### config.mk
export PLATFORM = sky130hd
export DESIGN_NAME = mold_seq_ctrl
export DESIGN_NICKNAME = d
export VERILOG_FILES = /design/src/rtl/mold_pkg.sv /design/src/rtl/mold_seq_cmp.sv /design/src/rtl/mold_seq_ctrl.sv
export SDC_FILE = /design/constraint.sdc
export NUM_CORES = 1
export LEC_CHECK = 0
export BUFFER_PORTS_ARGS = -buffer_cell sky130_fd_sc_hd__buf_2
export CORE_MARGIN = 2
export CORE_UTILIZATION = 40
export CTS_CLUSTER_SIZE = 14
export DETAILED_ROUTE_END_ITERATION = 12
export SLEW_MARGIN = 5
export SYNTH_ARGS = -nofsm -noshare
export SYNTH_HDL_FRONTEND = slang
export SYNTH_SLANG_ARGS = --single-unit
### constraint.sdc
create_clock -name clk -period 5 [get_ports clk]
set_input_delay 1 -clock clk [delete_from_list [all_inputs] [get_ports clk]]
set_output_delay 1 -clock clk [all_outputs]
set_load 0.01 [all_outputs]
### src/rtl/mold_pkg.sv
// Shared widths, special message-count codes and enums for the MoldUDP64
// sequence controller.
package mold_pkg;

    localparam int SID_W = 80;
    localparam int SEQ_W = 64;
    localparam int ML_W  = 16;

    localparam logic [ML_W-1:0] MSG_CNT_HB  = '0;
    localparam logic [ML_W-1:0] MSG_CNT_EOS = '1;

    typedef enum logic [1:0] {
        IDLE,
        HDR,
        MSG,
        EOS
    } state_t;

    typedef enum logic [1:0] {
        INORDER,
        OVERLAP,
        DUP,
        GAP
    } cls_t;

endpackage

### src/rtl/mold_seq_cmp.sv
// Combinational header classifier: places a packet's sequence range relative
// to the next expected number and derives skip and saturated gap counts.
module mold_seq_cmp
    import mold_pkg::*;
(
    input  logic [SEQ_W-1:0] seq,
    input  logic [ML_W-1:0]  cnt,
    input  logic [SEQ_W-1:0] expected,
    output cls_t             cls,
    output logic [ML_W-1:0]  skip,
    output logic [ML_W-1:0]  gap_cnt
);

    function automatic logic [ML_W-1:0] sat_ml(input logic [SEQ_W-1:0] v);
        if (|v[SEQ_W-1:ML_W])
            return '1;
        else
            return v[ML_W-1:0];
    endfunction

    logic [SEQ_W:0]   seq_end;
    logic [SEQ_W-1:0] ahead;
    logic [ML_W-1:0]  behind;

    // One extra bit keeps seq+cnt from wrapping past the expected number.
    assign seq_end = {1'b0, seq} + {{(SEQ_W + 1 - ML_W){1'b0}}, cnt};
    assign ahead   = seq - expected;
    assign behind  = ML_W'(expected - seq);

    always_comb begin
        cls     = INORDER;
        skip    = '0;
        gap_cnt = '0;
        if (seq > expected) begin
            cls     = GAP;
            skip    = cnt;
            gap_cnt = sat_ml(ahead);
        end else if (seq_end <= {1'b0, expected}) begin
            cls  = DUP;
            skip = cnt;
        end else if (seq == expected) begin
            cls = INORDER;
        end else begin
            cls  = OVERLAP;
            skip = behind;
        end
    end

endmodule

### src/rtl/mold_seq_ctrl.sv
// MoldUDP64 sequence controller: session lock, per-message forward/drop,
// expected sequence tracking and a single outstanding gap request.
module mold_seq_ctrl
    import mold_pkg::*;
(
    input  logic             clk,
    input  logic             nreset,
    input  logic             hdr_v_i,
    input  logic [SID_W-1:0] sid_i,
    input  logic [SEQ_W-1:0] seq_num_i,
    input  logic [ML_W-1:0]  msg_cnt_i,
    input  logic             msg_end_i,
    input  logic             pkt_end_i,
    output logic             msg_accept_o,
    output logic [SEQ_W-1:0] expected_seq_o,
    output logic             sid_v_o,
    output logic [SID_W-1:0] sid_o,
    output logic             eos_o,
    output logic             gap_req_v_o,
    input  logic             gap_req_ready_i,
    output logic [SEQ_W-1:0] gap_seq_o,
    output logic [ML_W-1:0]  gap_cnt_o,
    output logic             sid_err_o,
    output logic             trunc_err_o
);

    state_t           state_q, state_d;
    logic [SID_W-1:0] sid_q, sid_d;
    logic             sid_v_q, sid_v_d;
    logic [SEQ_W-1:0] exp_q, exp_d;
    logic [ML_W-1:0]  rem_q, rem_d;
    logic [ML_W-1:0]  skip_q, skip_d;
    logic             eos_q, eos_d;
    logic             gap_v_q, gap_v_d;
    logic [SEQ_W-1:0] gap_seq_q, gap_seq_d;
    logic [ML_W-1:0]  gap_cnt_q, gap_cnt_d;
    logic             sid_err_q, sid_err_d;
    logic             trunc_err_q, trunc_err_d;

    cls_t             cls;
    logic [ML_W-1:0]  cmp_skip;
    logic [ML_W-1:0]  cmp_gap_cnt;
    logic [ML_W-1:0]  rem_dec;
    logic             gap_raise;

    mold_seq_cmp u_cmp (
        .seq      (seq_num_i),
        .cnt      (msg_cnt_i),
        .expected (exp_q),
        .cls      (cls),
        .skip     (cmp_skip),
        .gap_cnt  (cmp_gap_cnt)
    );

    assign rem_dec = msg_end_i ? (rem_q - ML_W'(1)) : rem_q;

    always_comb begin
        state_d     = state_q;
        sid_d       = sid_q;
        sid_v_d     = sid_v_q;
        exp_d       = exp_q;
        rem_d       = rem_q;
        skip_d      = skip_q;
        eos_d       = eos_q;
        gap_v_d     = gap_v_q;
        gap_seq_d   = gap_seq_q;
        gap_cnt_d   = gap_cnt_q;
        sid_err_d   = 1'b0;
        trunc_err_d = 1'b0;
        gap_raise   = 1'b0;

        if (gap_v_q && gap_req_ready_i)
            gap_v_d = 1'b0;

        case (state_q)
            IDLE: begin
                if (hdr_v_i) begin
                    sid_d   = sid_i;
                    sid_v_d = 1'b1;
                    exp_d   = seq_num_i;
                    skip_d  = '0;
                    rem_d   = msg_cnt_i;
                    if (msg_cnt_i == MSG_CNT_EOS) begin
                        eos_d   = 1'b1;
                        state_d = EOS;
                    end else if (msg_cnt_i == MSG_CNT_HB) begin
                        state_d = HDR;
                    end else begin
                        state_d = MSG;
                    end
                end
            end
            HDR: begin
                if (hdr_v_i) begin
                    if (sid_i != sid_q) begin
                        sid_err_d = 1'b1;
                    end else if (msg_cnt_i == MSG_CNT_EOS) begin
                        eos_d   = 1'b1;
                        state_d = EOS;
                    end else if (msg_cnt_i == MSG_CNT_HB) begin
                        gap_raise = (cls == GAP);
                    end else begin
                        rem_d     = msg_cnt_i;
                        skip_d    = cmp_skip;
                        gap_raise = (cls == GAP);
                        state_d   = MSG;
                    end
                end
            end
            MSG: begin
                if (msg_end_i) begin
                    if (skip_q != '0)
                        skip_d = skip_q - ML_W'(1);
                    else
                        exp_d = exp_q + SEQ_W'(1);
                    if (rem_dec == '0)
                        state_d = HDR;
                end
                rem_d = rem_dec;
                // Messages already counted stay counted; only the remainder is flagged.
                if (pkt_end_i) begin
                    state_d     = HDR;
                    trunc_err_d = (rem_dec != '0);
                end
            end
            EOS: begin
            end
        endcase

        if (gap_raise && !gap_v_q) begin
            gap_v_d   = 1'b1;
            gap_seq_d = exp_q;
            gap_cnt_d = cmp_gap_cnt;
        end
    end

    always_ff @(posedge clk or negedge nreset) begin
        if (!nreset) begin
            state_q     <= IDLE;
            sid_q       <= '0;
            sid_v_q     <= 1'b0;
            exp_q       <= '0;
            rem_q       <= '0;
            skip_q      <= '0;
            eos_q       <= 1'b0;
            gap_v_q     <= 1'b0;
            gap_seq_q   <= '0;
            gap_cnt_q   <= '0;
            sid_err_q   <= 1'b0;
            trunc_err_q <= 1'b0;
        end else begin
            state_q     <= state_d;
            sid_q       <= sid_d;
            sid_v_q     <= sid_v_d;
            exp_q       <= exp_d;
            rem_q       <= rem_d;
            skip_q      <= skip_d;
            eos_q       <= eos_d;
            gap_v_q     <= gap_v_d;
            gap_seq_q   <= gap_seq_d;
            gap_cnt_q   <= gap_cnt_d;
            sid_err_q   <= sid_err_d;
            trunc_err_q <= trunc_err_d;
        end
    end

    assign msg_accept_o   = (state_q == MSG) && (skip_q == '0);
    assign expected_seq_o = exp_q;
    assign sid_v_o        = sid_v_q;
    assign sid_o          = sid_q;
    assign eos_o          = eos_q;
    assign gap_req_v_o    = gap_v_q;
    assign gap_seq_o      = gap_seq_q;
    assign gap_cnt_o      = gap_cnt_q;
    assign sid_err_o      = sid_err_q;
    assign trunc_err_o    = trunc_err_q;

endmodule

After elaboration in Yosys (flattened, before gate mapping)
Index checks and enable logic that the tools add are counted.
W data, S select, Z words.
Word-level totals
  bits in registers: 263
  latch bits: 0
  memory bits (writable): 0
  memory bits (read-only): 0
  output and inout bits: 230
  word-level logic and storage cells: 112
  memories kept: 0
Operators by class
  add/subtract/negate cells: 6
  multiply operators: 0
  divide/modulo/power cells: 0
  magnitude comparators: 2
  eq/ne operators: 17
  shift-type cells: 0
  muxes and demuxes: 54
  bitwise operators: 0
  reduce and logical (&&, ||, !) cells: 21
Operators with widths (number)
  $mux W16: 18
  $mux W64: 3
  $pmux W64 S2: 1
  $pmux W16 S3: 2
  $ne A80 B80 Y1: 1
  $add A64 B16 Y65: 1
  $le A65 B64 Y1: 1
  $add A64 B1 Y64 const B: 1
  $eq A64 B64 Y1: 1
  $gt A64 B64 Y1: 1
  $sub A64 B64 Y64: 1
  $logic_not A16 Y1: 3
  $reduce_or A48 Y1: 1
  $reduce_bool A16 Y1: 2
  $sub A16 B1 Y16 const B: 2
  $mux W2: 12
  $eq A16 B16 Y1 const B: 1
  $mux W1: 16
  $ne A2 B2 Y1 const B: 8
  $sub A16 B16 Y16: 1
  $ne A3 B3 Y1 const B: 3
  $reduce_and A4 Y1: 2
  $reduce_and A8 Y1: 1
  $reduce_and A7 Y1: 1
  other kinds (11): 16

Longest topological paths before layout
Gate-level depths: netlist of run 1.
  depth after elaboration: 11
  mapped depth: 25
  mapped depth without buffers: 24

Modules after synthesis
Synthesis of run 1 repeated with hierarchy kept, for this count alone.
Second synthesis, totals
  cells, all modules: 2688
  area, all modules: 22871.9 um2
By module, submodules not included
  mold_seq_ctrl: times used 1, cells an instance 1281, area each 13521.7 um2, sequential area each 6581.3 um2
  mold_seq_cmp: times used 1, cells an instance 1407, area each 9350.2 um2, sequential area each 0.0 um2

Worst setup path before layout of run 1
OpenSTA, ideal clock, no wires.
  path kind: input to register
  from: input port seq_num_i[0]
  to: register skip_q[8]
  arrival time: 5.497 ns
  required time: 4.854 ns
  setup slack: -0.643 ns
  stages: 24
  buffers on the path: 1
  path through: ha_1 fa_1 a21oi_1 o21bai_1 a2111oi_0 o31ai_1 nor2_1 a21oi_1 and2_1 nand4_1 xnor2_1 ha_1 a21o_1 a21o_1 a21oi_1 o221ai_1 a221o_1 a221oi_1 o211ai_1 a32oi_1 nor2_1 clkbuf_1 a31oi_1 o311ai_0
Between the ends
  longest elaborated chain between the ends: 9
RTL lines
  start, declared: line mold_seq_ctrl.sv:10  | input logic [SEQ_W-1:0] seq_num_i,
  $add A64 B16 Y65 (tied with other cells): line mold_seq_cmp.sv:26  | assign seq_end = {1'b0, seq} + {{(SEQ_W + 1 - ML_W){1'b0}}, cnt};
  $le A65 B64 Y1 / $mux W16 (equally long branches): line mold_seq_cmp.sv:38, mold_seq_cmp.sv:41
  $mux W16: line mold_seq_cmp.sv:38  | end else if (seq_end <= {1'b0, expected}) begin
  $mux W16 *: line mold_seq_cmp.sv:34  | if (seq > expected) begin
  $mux W16 *: line mold_seq_ctrl.sv:100  | end else if (msg_cnt_i == MSG_CNT_HB) begin
  $mux W16 *: line mold_seq_ctrl.sv:97  | end else if (msg_cnt_i == MSG_CNT_EOS) begin
  $mux W16 *: line mold_seq_ctrl.sv:95  | if (sid_i != sid_q) begin
  $mux W16 *: line mold_seq_ctrl.sv:94  | if (hdr_v_i) begin
  $pmux W16 S3 *: line mold_seq_ctrl.sv:75  | case (state_q)
  end signal, assigned: line mold_seq_ctrl.sv:157  | skip_q <= skip_d;
  end, declared: line mold_seq_ctrl.sv:32  | logic [ML_W-1:0] skip_q, skip_d;
Every way passes the cells marked *; elsewhere a longest branch is shown, timed or not. The select of a mux whose other input is x is not followed.
A chain may end at the register's enable or synchronous reset.

Worst setup path after layout of run 1
  from: input port seq_num_i[1]
  to: register skip_q[14]
The elaborated chain is that of the path after synthesis.

==> results.yml, run 1 <==
outcome:
  status: "finished, violations left"
  violations: "negative setup slack"
drt:
  ant_nets: 0
  totalWireLength_mm: 84.95
  viasPerCell: 5.808
  dr.pass1.iters: 6
  vias: 22850
  drc_errors: 0
  wl_per_cell_um: 21.59
  drt-initial-drc-count: 1776
global_route:
  grt_max_degree: 118
  grt_pass1_vias: 22270
  grt_remaining_overflow: 0
  track_usage: 0.2919
  antenna_found_initial: 2
  grt_pass1_wl_mm: 129.0
worst_setup_path:
  worstPathMaxFanout: 5
  r2r_slack_ns: 0.42
  crit_path_end_kind: "register"
  critPathLaunch: "seq_num_i[1]"
  critPathRequiredTime_ns: 5.43
  crit_type: "input pin to register"
  worst_setup_path_start_kind: "input pin"
  r2r_cells: 16
  crit_end: "skip_q[14]"
  r2r_end: "gap_cnt_o[13]"
  timing.rr.start: "expected_seq_o[0]"
  worstPathArrival_ns: 5.77
sta:
  finClkSkew_ns: 0.02651
  setup_tns_ns: -4.469
  fin_crit_sh: 1.069
  final.setup.worst_slack_ns: -0.3431
  period_minus_slack_ns: 5.343
  drv_slew: 0
  final_hold_viol_count: 0
  max_freq_mhz: 187.2
  worst_pin_slew_ns: 1.219
  setup-violations-final: 16
  max_slew_margin: 0.1799
  rsz0062_at_grt: "true"
finish:
  drive_above_1_share: 0.3075
  layout.nets: 3549
  final_common_cell: "buf_2"
  layout_common_cells: "392 x buf_2, 305 x buf_4, 270 x a21oi_1, 263 x dfrtp_1, 209 x nand2_1"
  areaGrowthSynthToFinish_pct: 29.59
  fin_util: 0.5235
  final_cells: 3934
  final_area_mm2: 0.02812
synthesis:
  synthesis.nets: 2902
  yosys_most_used_dff: "dfrtp_1"
  synth_edf_count: 0
  yosys.cell_types.count: 84
  synth_seq_area_share: 0.3033
  synth_cells: 2568
  syn_area_per_cell_um2: 8.449
  synth_warnings: 0
  ys_ff_latch: 263
  netlist_area_mm2: 0.02170
  async_flop_share: 1.000
power_and_ir_drop:
  peakVddDrop_mv: 0.3330
  power_density_mw_per_mm2: 611.4
  p_total_w: 0.01719
  power_leakage_nw: 13.30
placed_design:
  port_buffers: 395
  dp.cells: 3866
  postPlaceCellArea_mm2: 0.02661
  gp_congestion: 0.9586
  dp.final_hpwl_mm: 68.23
hold_path:
  hp-class: "register to register"
cts:
  htree_levels: 2
  cts_sinks: 263
  clkSlewWorstSetupHoldPaths_ns: 0.06
  cts_buffers: 34
  cts_tree: "yes"
  cts_buffer_depth: 3
  cts_root_buf: "clkbuf_16"
  clock_latency_ns: 0.56
  hold_buffers: 0
floorplanning:
  die_w_um: 236.9
  coreArea_mm2: 0.05371
  die_area_mm2: 0.05612
  io_pins: 396
  start_util: 0.4040
  rows: 85
  die_y_um: 236.9
flow_run:
  maxCapViolations: 0
==> synthesized netlist by cell type, types with 13 or more instances <==
master / number / area (um^2)
ha_1: 165 / 2064
nor2_1: 170 / 638.1
and3_1: 24 / 150.1
a31oi_1: 13 / 81.33
a21oi_1: 278 / 1391
nor3_1: 59 / 295.3
nor4_1: 56 / 350.3
nand2_1: 213 / 799.5
buf_2: 32 / 160.2
o22ai_1: 49 / 306.5
and2_1: 15 / 93.84
mux2_2: 145 / 1633
xor2_1: 125 / 1095
mux2i_1: 14 / 140.1
o211ai_1: 20 / 150.1
xnor2_1: 74 / 648.1
dfrtp_1: 263 / 6581
or3_1: 16 / 100.1
a21oi_2: 13 / 113.9
inv_1: 121 / 454.2
nand3_1: 102 / 510.5
a21o_1: 50 / 375.4
o21ai_0: 158 / 790.8
o21bai_1: 16 / 120.1
clkbuf_1: 61 / 229.0
o21a_1: 13 / 97.59
nand4_1: 79 / 494.2
nand2b_1: 21 / 131.4
==> worst max-delay path, stage by stage <==
cell,delay (ns)
buf_2,0.14
ha_4,0.24
a21o_1,0.17
a21oi_4,0.14
o21bai_1,0.12
a21oi_2,0.20
o21bai_2,0.11
a31oi_4,0.27
buf_6,0.14
nor2b_1,0.05
o21a_1,0.17
nor2_2,0.15
xnor2_2,0.11
ha_1,0.29
nand4_1,0.17
buf_4,0.19
or2_2,0.31
o221ai_2,0.30
a221o_1,0.33
a221oi_2,0.09
o211ai_1,0.11
a32oi_2,0.11
buf_6,0.17
nor2_4,0.18
clkbuf_16,0.19
nor2_1,0.05
a311o_1,0.27
==> worst min path at each step <==
stage,slack (ns),depth (start not counted),endpoint,start
floorplan,0.49,2,skip_q[7],skip_q[7]
global placement,0.45,1,sid_v_o,sid_v_o
detailed placement,0.46,1,sid_v_o,sid_v_o
CTS,0.48,1,sid_v_o,sid_v_o
global route,0.50,1,sid_v_o,sid_v_o
finish,0.48,1,sid_v_o,sid_v_o
==> cells by family (layout without fill, tap and decap cells) <==
kind of cell	count (synthesis)	count (layout)	synth area share
AND/OR/NAND/NOR	804	804	0.1820
AO/OA/AOI/OAI	751	751	0.2127
flip-flops	263	263	0.3033
buffers and inverters	224	892	0.04204
XOR/XNOR	199	199	0.08033
adder cells (fa/ha/maj)	168	168	0.09791
multiplexers	159	159	0.08171
other	0	2	0
==> cell type report <==
class | count | area [um^2]
clock buffer | 45 | 973.4
inverter | 122 | 457.9
sequential | 263 | 6581
tap | 696 | 870.8
multi-input combinational | 2081 | 14550
fill | 5132 | 25590
timing repair buffer | 713 | 4509
antenna | 2 | 5.005
clock inverter | 12 | 167.7
==> metrics by stage <==
stage               hold WS [ns]  setup WS, ns
CTS                       0.4765       -0.2917
finish                    0.4779       -0.3431
global route              0.5021       -0.5359
floorplan                 0.4923       -0.1742
detailed placement        0.4557        -1.177
global placement          0.4519        -1.059
==> routing by layer <==
metal  up-vias  global-route usage  share of wire
li1      10770                   -              -
met1     11160              0.3851           0.43
met2       752              0.4971           0.48
met3       166             0.03486          0.051
met4         0             0.09494          0.034
met5         -                   0              0
==> power by group <==
part           total (W)  switching, W  internal, W  leakage, nW
clock network    0.00251      0.000988      0.00153        0.548
registers        0.00375      0.000895      0.00286         3.27
logic             0.0109       0.00654      0.00438         9.49
==> registers in the layout (all words and copies together), names as in the netlist <==
name / flops
expected_seq_o: 64
rem_q: 16
sid_o: 80
skip_q: 16
gap_req_v_o: 1
sid_err_o: 1
trunc_err_o: 1
gap_cnt_o: 16
gap_seq_o: 64
state_q: 2
eos_o: 1
sid_v_o: 1
==> what timing repair did <==
item                                    in CTS  in global routing
pin swaps                                   11                 17
resized for setup                           24                 31
gates cloned                                 1                  1
endpoints found under the setup margin      16                 16
setup buffers                                5                  2
No activity file was read; power rests on OpenSTA's default activity.
==> run 2: changes to the inputs <==
--- a/config.mk
+++ b/config.mk
@@ -13,4 +13,5 @@
 export SLEW_MARGIN = 5
 export SYNTH_ARGS = -nofsm -noshare
 export SYNTH_HDL_FRONTEND = slang
+export SYNTH_HIERARCHICAL = 1
 export SYNTH_SLANG_ARGS = --single-unit
==> run 2 against run 1 <==
The run still ends with negative setup slack left. Utilization up 2.2 points. Wire length up 15%. Non-clock buffer count up 215. Via count up 8.9%. Worst hold slack worse by 0.057 ns.
==> results.yml, run 2 <==
finish:
  largest_reg_flops: 80
  nFillCells: 5357
  fin_util: 0.5455
  final_cells: 4299
  multiInputGateArea_mm2: 0.01558
  layout_common_cells: "523 x buf_4, 392 x buf_2, 263 x dfrtp_1, 201 x nand2_1, 194 x a21oi_1"
  seqCellArea_mm2: 0.006581
  final_common_cell: "buf_4"
  layout.nets: 3850
  areaGrowthSynthToFinish_pct: 34.74
  drive_above_1_share: 0.3558
global_route:
  grt_pass1_vias: 24110
  grt_pass1_wl_mm: 146.9
  grt_use_met2: 0.4847
  grt-busiest-layer: "met2"
  grt_max_degree: 97
  met3_usage: 0.06159
  antenna_found_initial: 2
  track_usage: 0.3190
  use_met1: 0.4506
  grt_remaining_overflow: 0
drt:
  viasPerCell: 5.788
  dr.pass1.iters: 6
  totalWireLength_mm: 97.53
  wl_per_cell_um: 22.69
  ant_nets: 0
  drt-initial-drc-count: 2154
  drc_errors: 0
  vias: 24880
placed_design:
  dp.cells: 4226
  gp_congestion: 1.020
  port_buffers: 395
  dp.final_hpwl_mm: 80.59
power_and_ir_drop:
  p_total_w: 0.01618
  p_int_w: 0.008598
  clkPwrFrac: 0.148
  combinationalPowerShare: 0.636
  switching_share: 0.4687
  power_density_mw_per_mm2: 525.1
  peakVddDrop_mv: 0.3309
  power_leakage_nw: 15.25
  switching_power_w: 0.007584
  p_seq_frac: 0.216
synthesis:
  synth_edf_count: 0
  synth_top_area_frac: 0.2877
  netlist_area_mm2: 0.02287
  synth.most_common_cell: "dfrtp_1"
  synth_warnings: 6
  synth_cells: 2688
  yosys_most_used_dff: "dfrtp_1"
  synth_area_leader_cell: "dfrtp_1"
  synth_area_leaders: "dfrtp_1 29%, ha_1 9.0%, mux2_2 8.9%"
  yosys.cell_types.count: 96
  synthesis.nets: 3022
  synth_seq_area_share: 0.2877
  synthTopCellsByCount: "263 x dfrtp_1, 208 x a21oi_1, 205 x nand2_1, 180 x mux2_2, 178 x nor2_1"
  async_flop_share: 1.000
  ys_ff_latch: 263
  syn_area_per_cell_um2: 8.509
cts:
  htree_levels: 1
  clock_latency_ns: 0.60
  hold_buffers: 0
  cts_tree: "yes"
  cts_buffers: 31
  cts_root_buf: "clkbuf_16"
  cts_buffer_depth: 3
  cts_sinks: 263
  clkSlewWorstSetupHoldPaths_ns: 0.06
floorplanning:
  rows: 87
  die_w_um: 243.1
  io_pins: 396
  start_util: 0.4048
  die_y_um: 243.1
  coreArea_mm2: 0.05650
  die_area_mm2: 0.05911
sta:
  drv_slew: 0
  max_slew_margin: 0.2135
  setup-violations-final: 97
  final_hold_viol_count: 0
  rsz0062_at_grt: "true"
  setup_tns_ns: -54.56
  finClkSkew_ns: 0.01923
  period_minus_slack_ns: 5.631
  worst_pin_slew_ns: 1.178
  final.setup.worst_slack_ns: -0.6312
  fin_crit_sh: 1.126
  max_freq_mhz: 177.6
worst_setup_path:
  worstPathArrival_ns: 6.11
  crit_path_end_kind: "register"
  worst_setup_path_start_kind: "input pin"
  critPathRequiredTime_ns: 5.47
  crit_type: "input pin to register"
  worstPathMaxFanout: 45
flow_run:
  maxCapViolations: 0
outcome:
  status: "finished, violations left"
  violations: "negative setup slack"
hold_path:
  hp-class: "input pin to asynchronous set/reset pin"
## run 2: metal layers
metal  up-vias  wire length (um)
li1      11620                 -
met1     11980             43450
met2      1130             42140
met3       155              8264
met4         0              3683
met5         -                 0
## run 2: area by class of cell
| class | instances | share of cell area |
|---|---|---|
| well taps | 756 | 0.03069 |
| repair buffers | 928 | 0.1989 |
| flip-flops and latches | 263 | 0.2136 |
| clock inverters | 14 | 0.006374 |
| multi-input cells | 2159 | 0.5055 |
| inverters | 133 | 0.01620 |
| diodes | 2 | 0.0001624 |
| clock buffers | 44 | 0.02870 |
## run 2: worst paths after layout
kind / to / slack [ns] / cells after the start / startpoint
max: gap_seq_o[43] / -0.63 / 28 / seq_num_i[0]
min: gap_cnt_o[0] / 0.42 / 1 / nreset
max reg2reg: gap_cnt_o[0] / 0.27 / 16 / expected_seq_o[10]
min reg2reg: sid_v_o / 0.46 / 1 / sid_v_o
max in group asynchronous: gap_seq_o[38] / 3.48 / 2 / nreset
min in group clk: sid_v_o / 0.46 / 1 / sid_v_o
## run 2: worst max-delay path, stage by stage
cell and delay [ns]:
buf_8 0.10, ha_4 0.16, fa_2 0.34, a21o_1 0.20
a21oi_2 0.19, o21bai_1 0.10, a21oi_2 0.21, o21bai_4 0.12
a21o_1 0.18, buf_4 0.13, a21o_1 0.17, a21oi_1 0.23
or2_2 0.16, a31oi_1 0.08, ha_1 0.30, nand4_1 0.18
o21ai_0 0.41, nand2_1 0.11, a31oi_1 0.20, o21ai_2 0.08
a22oi_2 0.24, nor2_1 0.09, a21oi_2 0.16, nand2_2 0.08
nor4_4 0.18, nand2_4 0.10, buf_12 0.18, mux2_2 0.32
## run 2: kinds of logic after synthesis
family	Yosys count	share of synthesized area
buffers and inverters	266	0.04754
multiplexers	199	0.09699
AO/OA/AOI/OAI	726	0.2054
AND/OR/NAND/NOR	881	0.1986
adder cells (fa/ha/maj)	168	0.09289
flip-flops	263	0.2877
XOR/XNOR	185	0.07084
## run 2: timing repair
item / in CTS / in global routing
setup endpoints to repair: 97 / 97
buffers inserted: 10 / 2
cloned: 1 / 0
resized for setup: 64 / 6
pin swaps: 21 / 7
## run 2: power by group through the flow
stage	Combinational (W)	Clock, W	Sequential, W
floorplan	0.00532	0	0.00368
global placement	0.00976	0	0.00346
detailed placement	0.00989	0	0.00350
CTS	0.0101	0.00244	0.00348
global route	0.0111	0.00253	0.00358
finish	0.0103	0.00240	0.00349
## run 2: metrics by stage
stage,instance area [um^2],hold WS (ns),setup slack [ns]
floorplan,23050,0.4713,-0.7802
global placement,29330,0.4449,-1.265
detailed placement,29330,0.4467,-1.462
CTS,30750,0.4576,-0.5673
global route,30820,0.4721,-0.8217
finish,30820,0.4205,-0.6312
